--- src/rtl/mc_control_seq_if.sv ---
// Control-unit to datapath bundle: instruction/flag inputs and control outputs.
// master = control unit, slave = datapath and condition checker.
interface mc_control_seq_if #(
   parameter int STATE_W = 4
);
   logic [31:0]        Instr;
   logic [3:0]         ALUFlags;
   logic               CondEx;
   logic [3:0]         Flags;
   logic               PCWrite;
   logic               MemWrite;
   logic               RegWrite;
   logic               IRWrite;
   logic               AdrSrc;
   logic [1:0]         ALUSrcA;
   logic [1:0]         ALUSrcB;
   logic [1:0]         ResultSrc;
   logic [1:0]         ImmSrc;
   logic [1:0]         RegSrc;
   logic [1:0]         ALUControl;
   logic [STATE_W-1:0] State;

   modport master (
      input  Instr, ALUFlags, CondEx,
      output Flags, PCWrite, MemWrite, RegWrite, IRWrite, AdrSrc,
             ALUSrcA, ALUSrcB, ResultSrc, ImmSrc, RegSrc, ALUControl, State
   );

   modport slave (
      output Instr, ALUFlags, CondEx,
      input  Flags, PCWrite, MemWrite, RegWrite, IRWrite, AdrSrc,
             ALUSrcA, ALUSrcB, ResultSrc, ImmSrc, RegSrc, ALUControl, State
   );
endinterface

--- src/rtl/mc_control_seq.sv ---
// Multicycle control unit: main FSM, instruction/ALU decode, NZCV register and
// condition-gated write enables. Only state, flags and the latched CondEx are registered.
module mc_control_seq #(
   parameter int STATE_W = 4
) (
   input  logic                 clk,
   input  logic                 reset,
   mc_control_seq_if.master     bus
);
   typedef enum logic [STATE_W-1:0] {
      S_FETCH  = STATE_W'(0),
      S_DECODE = STATE_W'(1),
      S_MEMADR = STATE_W'(2),
      S_MEMRD  = STATE_W'(3),
      S_MEMWB  = STATE_W'(4),
      S_MEMWR  = STATE_W'(5),
      S_EXECR  = STATE_W'(6),
      S_EXECI  = STATE_W'(7),
      S_ALUWB  = STATE_W'(8),
      S_BRANCH = STATE_W'(9)
   } state_t;

   state_t      r_state;
   state_t      w_next;
   logic [3:0]  r_flags;
   logic        r_condex;

   logic [1:0]  w_op;
   logic [5:0]  w_funct;
   logic [3:0]  w_rd;
   logic [1:0]  w_alu_ctl;
   logic        w_alu_valid;
   logic        w_alu_addsub;
   logic        w_alu_op;
   logic [1:0]  w_flag_w;

   logic        w_next_pc;
   logic        w_branch;
   logic        w_reg_w;
   logic        w_mem_w;
   logic        w_ir_write;
   logic        w_adr_src;
   logic [1:0]  w_src_a;
   logic [1:0]  w_src_b;
   logic [1:0]  w_result_src;
   logic        w_pcs;

   assign w_op    = bus.Instr[27:26];
   assign w_funct = bus.Instr[25:20];
   assign w_rd    = bus.Instr[15:12];

   always_comb begin
      w_next = S_FETCH;
      case (r_state)
         S_FETCH:  w_next = S_DECODE;
         S_DECODE: begin
            case (w_op)
               2'b00:   w_next = w_funct[5] ? S_EXECI : S_EXECR;
               2'b01:   w_next = S_MEMADR;
               2'b10:   w_next = S_BRANCH;
               default: w_next = S_FETCH;
            endcase
         end
         S_MEMADR: w_next = w_funct[0] ? S_MEMRD : S_MEMWR;
         S_MEMRD:  w_next = S_MEMWB;
         S_EXECR,
         S_EXECI:  w_next = S_ALUWB;
         default:  w_next = S_FETCH;
      endcase
   end

   // Unsupported data-processing commands decode as ADD but are marked invalid,
   // which suppresses both the register write-back and any flag update.
   always_comb begin
      w_alu_ctl    = 2'b00;
      w_alu_valid  = 1'b1;
      w_alu_addsub = 1'b0;
      case (w_funct[4:1])
         4'b0100: begin w_alu_ctl = 2'b00; w_alu_addsub = 1'b1; end
         4'b0010: begin w_alu_ctl = 2'b01; w_alu_addsub = 1'b1; end
         4'b0000: w_alu_ctl = 2'b10;
         4'b1100: w_alu_ctl = 2'b11;
         default: w_alu_valid = 1'b0;
      endcase
   end

   assign w_alu_op    = (r_state == S_EXECR) || (r_state == S_EXECI);
   assign w_flag_w[1] = w_alu_op & w_alu_valid & w_funct[0];
   assign w_flag_w[0] = w_flag_w[1] & w_alu_addsub;

   always_comb begin
      w_next_pc    = 1'b0;
      w_branch     = 1'b0;
      w_reg_w      = 1'b0;
      w_mem_w      = 1'b0;
      w_ir_write   = 1'b0;
      w_adr_src    = 1'b0;
      w_src_a      = 2'b00;
      w_src_b      = 2'b00;
      w_result_src = 2'b00;
      case (r_state)
         S_FETCH: begin
            w_src_a = 2'b01; w_src_b = 2'b10; w_result_src = 2'b10;
            w_ir_write = 1'b1; w_next_pc = 1'b1;
         end
         S_DECODE: begin
            w_src_a = 2'b01; w_src_b = 2'b10; w_result_src = 2'b10;
         end
         S_MEMADR: w_src_b = 2'b01;
         S_MEMRD:  w_adr_src = 1'b1;
         S_MEMWB:  begin w_result_src = 2'b01; w_reg_w = 1'b1; end
         S_MEMWR:  begin w_adr_src = 1'b1; w_mem_w = 1'b1; end
         S_EXECR:  w_src_b = 2'b00;
         S_EXECI:  w_src_b = 2'b01;
         S_ALUWB:  w_reg_w = w_alu_valid;
         S_BRANCH: begin
            w_src_b = 2'b01; w_result_src = 2'b10; w_branch = 1'b1;
         end
         default: ;
      endcase
   end

   assign w_pcs = ((w_rd == 4'hF) & w_reg_w) | w_branch;

   always_ff @(posedge clk or negedge reset) begin
      if (!reset) begin
         r_state  <= S_FETCH;
         r_flags  <= 4'b0000;
         r_condex <= 1'b0;
      end else begin
         r_state <= w_next;
         if (r_state == S_DECODE)
            r_condex <= bus.CondEx;
         if (r_condex) begin
            if (w_flag_w[1])
               r_flags[3:2] <= bus.ALUFlags[3:2];
            if (w_flag_w[0])
               r_flags[1:0] <= bus.ALUFlags[1:0];
         end
      end
   end

   assign bus.Flags      = r_flags;
   assign bus.PCWrite    = w_next_pc | (w_pcs & r_condex);
   assign bus.RegWrite   = w_reg_w & r_condex;
   assign bus.MemWrite   = w_mem_w & r_condex;
   assign bus.IRWrite    = w_ir_write;
   assign bus.AdrSrc     = w_adr_src;
   assign bus.ALUSrcA    = w_src_a;
   assign bus.ALUSrcB    = w_src_b;
   assign bus.ResultSrc  = w_result_src;
   assign bus.ImmSrc     = w_op;
   assign bus.RegSrc     = {w_op == 2'b01, w_op == 2'b10};
   assign bus.ALUControl = w_alu_op ? w_alu_ctl : 2'b00;
   assign bus.State      = r_state;
endmodule

--- src/flat_wrapper.sv ---
// flat-port wrapper written by rule: the top's interface ports become plain ports
module mc_control_seq_flat 
#(
   parameter int STATE_W = 4
)
  (clk, reset, bus_Instr, bus_ALUFlags, bus_CondEx, bus_Flags, bus_PCWrite, bus_MemWrite, bus_RegWrite, bus_IRWrite, bus_AdrSrc, bus_ALUSrcA, bus_ALUSrcB, bus_ResultSrc, bus_ImmSrc, bus_RegSrc, bus_ALUControl, bus_State);
  mc_control_seq_if #(.STATE_W(STATE_W)) bus_i ();
  input  logic clk;
  input  logic reset;
  input wire logic [$bits(bus_i.Instr)-1:0] bus_Instr;
  input wire logic [$bits(bus_i.ALUFlags)-1:0] bus_ALUFlags;
  input wire logic [$bits(bus_i.CondEx)-1:0] bus_CondEx;
  output wire logic [$bits(bus_i.Flags)-1:0] bus_Flags;
  output wire logic [$bits(bus_i.PCWrite)-1:0] bus_PCWrite;
  output wire logic [$bits(bus_i.MemWrite)-1:0] bus_MemWrite;
  output wire logic [$bits(bus_i.RegWrite)-1:0] bus_RegWrite;
  output wire logic [$bits(bus_i.IRWrite)-1:0] bus_IRWrite;
  output wire logic [$bits(bus_i.AdrSrc)-1:0] bus_AdrSrc;
  output wire logic [$bits(bus_i.ALUSrcA)-1:0] bus_ALUSrcA;
  output wire logic [$bits(bus_i.ALUSrcB)-1:0] bus_ALUSrcB;
  output wire logic [$bits(bus_i.ResultSrc)-1:0] bus_ResultSrc;
  output wire logic [$bits(bus_i.ImmSrc)-1:0] bus_ImmSrc;
  output wire logic [$bits(bus_i.RegSrc)-1:0] bus_RegSrc;
  output wire logic [$bits(bus_i.ALUControl)-1:0] bus_ALUControl;
  output wire logic [$bits(bus_i.State)-1:0] bus_State;
  assign bus_i.Instr = bus_Instr;
  assign bus_i.ALUFlags = bus_ALUFlags;
  assign bus_i.CondEx = bus_CondEx;
  assign bus_Flags = bus_i.Flags;
  assign bus_PCWrite = bus_i.PCWrite;
  assign bus_MemWrite = bus_i.MemWrite;
  assign bus_RegWrite = bus_i.RegWrite;
  assign bus_IRWrite = bus_i.IRWrite;
  assign bus_AdrSrc = bus_i.AdrSrc;
  assign bus_ALUSrcA = bus_i.ALUSrcA;
  assign bus_ALUSrcB = bus_i.ALUSrcB;
  assign bus_ResultSrc = bus_i.ResultSrc;
  assign bus_ImmSrc = bus_i.ImmSrc;
  assign bus_RegSrc = bus_i.RegSrc;
  assign bus_ALUControl = bus_i.ALUControl;
  assign bus_State = bus_i.State;
  mc_control_seq #(.STATE_W(STATE_W)) u_core (.clk(clk), .reset(reset), .bus(bus_i));
endmodule
--- config.mk ---
export PLATFORM = sky130hd
export DESIGN_NAME = mc_control_seq_flat
export DESIGN_NICKNAME = d
export VERILOG_FILES = /design/src/rtl/mc_control_seq_if.sv /design/src/rtl/mc_control_seq.sv /design/src/flat_wrapper.sv
export SDC_FILE = /design/constraint.sdc
export NUM_CORES = 1
export LEC_CHECK = 0
export BUFFER_PORTS_ARGS = -buffer_cell sky130_fd_sc_hd__buf_2
export CAP_MARGIN = 5
export CELL_PAD_IN_SITES_DETAIL_PLACEMENT = 1
export CELL_PAD_IN_SITES_GLOBAL_PLACEMENT = 1
export CORE_MARGIN = 1.5
export CORE_UTILIZATION = 25
export CTS_CLUSTER_DIAMETER = 50
export DETAILED_ROUTE_END_ITERATION = 10
export PLACE_DENSITY = 0.82
export SLEW_MARGIN = 30
export SYNTH_ARGS = -nofsm -noshare
export SYNTH_HDL_FRONTEND = slang
export SYNTH_SLANG_ARGS = --single-unit
--- constraint.sdc ---
create_clock -name clk -period 4.3 [get_ports clk]
set_input_delay 0.215 -clock clk [delete_from_list [all_inputs] [get_ports clk]]
set_output_delay 0.215 -clock clk [all_outputs]
set_load 0.1 [all_outputs]
==> run summary <==
The area growth from synthesis to layout came out at 38.4%. The synthesized design spends more area on one cell type than any other, namely dfrtp_1. The I/O pin count is between 60 and 70. The detail-routed net length per standard cell came out at 12.6 microns. The average size of a mapped cell is around 9 sq um. The DRC violation count after routing is 0.

The flow ran to the end, and the final reports show no timing, DRC or antenna violations. The part of the Yosys area used for sequential elements is between 30% and 40%. The detailed router's first-iteration violation count is 5.

Counting flops and latches in the post-synthesis netlist gives 9. Yosys attributes the largest share of cell area to dfrtp_1, mux2_1, nor2_1. The number of violations of the max-capacitance limit came out at 0. The via count of the first global-routing pass came out at roughly 640.

The post-DP HPWL came out at 1.50 mm. Entering global routing, the biggest net connects 18 pins. For this run, the share of the core covered by cells in the final layout is a little over a third. The accumulated negative setup slack is 0 ps. Measured along the y axis, the die boundary spans between 50 and 60 microns. The kind of start point of the critical path is a register. The total number of nets in the final design came out at about 160. The cts-stage hold buffer count is 1.

The post-CTS repair timing setup buffer count came out at 0. The number of buffers on the longest clock path came out at 2. The core footprint is around 2500 sq um.

Static timing analysis puts the maximum clock frequency at between 0.4 and 0.5 GHz. Once placement finished, the instance area stood at 878 sq um. The number of nets with antenna violations after detailed routing is 0. The warning count from the yosys run came out at 0. The max-slew violation total from the final report is 0. The clock latency on the worst-skew pair is roughly 250 ps.

The aggregate global-route resource usage came out at between 10 and 15%. The post-synthesis instance area came out at roughly 660 sq um. The final RePlAce weighted congestion came out at 0.786. Port buffering added 42 buffers. The share of layout cells above drive strength 1 came out at roughly 45%. Setup violations remaining at the end of the flow were counted as 0.

The initial cell density of the core is roughly a quarter. For the worst setup path, the data arrival time is 2020 ps. The CTS tree is done.

The count of inserted antenna diode cells is 0. The die covers 2960 sq um. The number of hold-slack violations in the final timing report is 0. The ratio of routed vias to standard cells is around 4.7. The final clock period utilization by the worst path is a little over half.

The worst setup path is captured at an output pin. The number of fill cells came out at approximately 320. The final worst clock skew came out at around 4.0 ps. The final period demand of the worst path came out at between 2000 and 2500 ps. The path type of the worst min-delay path is in -> reg. The number of vias after detailed routing is 679.

Summed over all layers, the global routing overflow is 0. The cell row count is 18. The worst setup slack for register-to-register paths came out at 2640 ps.

The number of instances in the synthesized netlist is 75. The number of antenna violations at the first check in global routing is 0. The share of Yosys cell area claimed by the top area cell type is around a third.

Measured along the x axis, the die boundary spans around 54 microns. Before antenna repair, the detailed router went through 2 iterations. STA puts the critical path data required time at 4090 ps. The first global-routing pass estimated approximately 2.9 mm of wire. The number of distinct library cells after synthesis came out at 34. The master cell of the clock root buffer is clkbuf_4. In this run, CTS created clock tree buffers numbering 3. The CTS clock-pin slew for the worst setup and hold paths is 60 ps. The number of instances resized during post-cts repair came out at 0. Setup repair after global routing left no endpoint under its margin.

The post-route standard cell area excluding fillers came out at roughly 910 sq um. The total length of routed wires is around 1.8 mm. The largest fanout on the critical path is 8.

The critical path is of the reg -> out type. The maximum level of the CTS H-tree came out at 1. Synthesis produced a netlist with a net count of around 110. The clock sink count is 9.
[cells in the final DEF, fill, tap and decap left out, types with 2 or more instances in the layout]
cell / instances
clkbuf_4: 3
nor4_2: 2
mux2_1: 4
dfrtp_1: 9
nor2_1: 11
nor3_1: 4
xnor2_1: 2
buf_2: 42
a21oi_1: 3
nand2_1: 3
o21ai_0: 4
nand2b_1: 3
nand3b_1: 3
nor2b_1: 3
[cell usage after synthesis]
master / number
buf_2: 2
nand3b_1: 3
a21boi_0: 1
o22a_1: 1
nor4_1: 1
nor2b_1: 3
or2b_1: 1
nor2_2: 1
nand2b_1: 3
nor3_1: 4
a21bo_2: 1
xor2_1: 1
o41a_1: 1
o31ai_1: 1
xnor2_1: 2
and2_1: 1
nand4_1: 1
or2_2: 1
nor4_2: 1
nor2_1: 11
o2bb2ai_1: 1
mux2_1: 4
and3_1: 1
a21oi_1: 3
o21ai_0: 4
mux2_2: 1
dfrtp_1: 9
clkbuf_1: 1
nor4_4: 1
conb_1: 1
buf_4: 3
inv_1: 1
nand2_1: 3
and3b_1: 1
[path summary, 6_finish.rpt]
check	startpoint	endpoint	cells past startpoint
worst max-delay path	u_core.bus.State[2]	bus_PCWrite	4
worst min-delay path	bus_ALUFlags[2]	u_core.bus.Flags[2]	2
worst max register to register	u_core.bus.State[1]	u_core.bus.Flags[2]	3
worst min register to register	u_core.bus.Flags[1]	u_core.bus.Flags[1]	1
max in group asynchronous	reset	u_core.bus.State[3]	2
min in group asynchronous	reset	u_core.bus.State[1]	2
[critical path, stage by stage (launching register included)]
cell and delay (ps):
dfrtp_1 450, nand2b_1 190, o41a_1 430, o31ai_1 240
buf_2 460
[metal layers]
metal  global-route usage, %  part of all wire [%]  vias to the layer above
li1                        -                     -                      343
met1                    15.8                    42                      318
met2                    25.5                    54                       18
met3                    2.46                   4.0                        0
met4                    3.75                     0                        0
met5                       0                     0                        -
[cell type report]
type	instances	area, sq um	area share (%)
multi-input combinational	59	402	43.9
sequential	9	225	24.6
timing repair buffer	43	220	24.1
tap	30	37.5	4.10
clock buffer	4	26.3	2.87
inverter	1	3.75	0.410
[kinds of logic after synthesis]
kind of cell,Yosys count,share of synthesized area [%]
simple gates,37,33.3
compound gates,13,13.4
flops,9,34.1
buf+inv,7,6.06
mux,5,8.52
xor+xnor,3,3.98
other cells,1,0.568
[sequential cells by signal, summed over array words and instances, names as in the netlist]
| name | cells |
|---|---|
| u_core.r_condex | 1 |
| u_core.bus.State | 4 |
| u_core.bus.Flags | 4 |
[per-stage QoR]
| stage | hold slack [ps] | instances | setup slack (ps) |
|---|---|---|---|
| floorplan | -80.6 | 75 | 226 |
| global placement | 67.6 | 141 | 2340 |
| detailed placement | 73.2 | 141 | 2310 |
| CTS | 182 | 146 | 2030 |
| global route | 176 | 146 | 1930 |
| finish | 186 | 146 | 2060 |
Power is left out: the tool's default activity adds up to more than one toggle a clock period on the data nets, which glitch-free logic cannot reach.
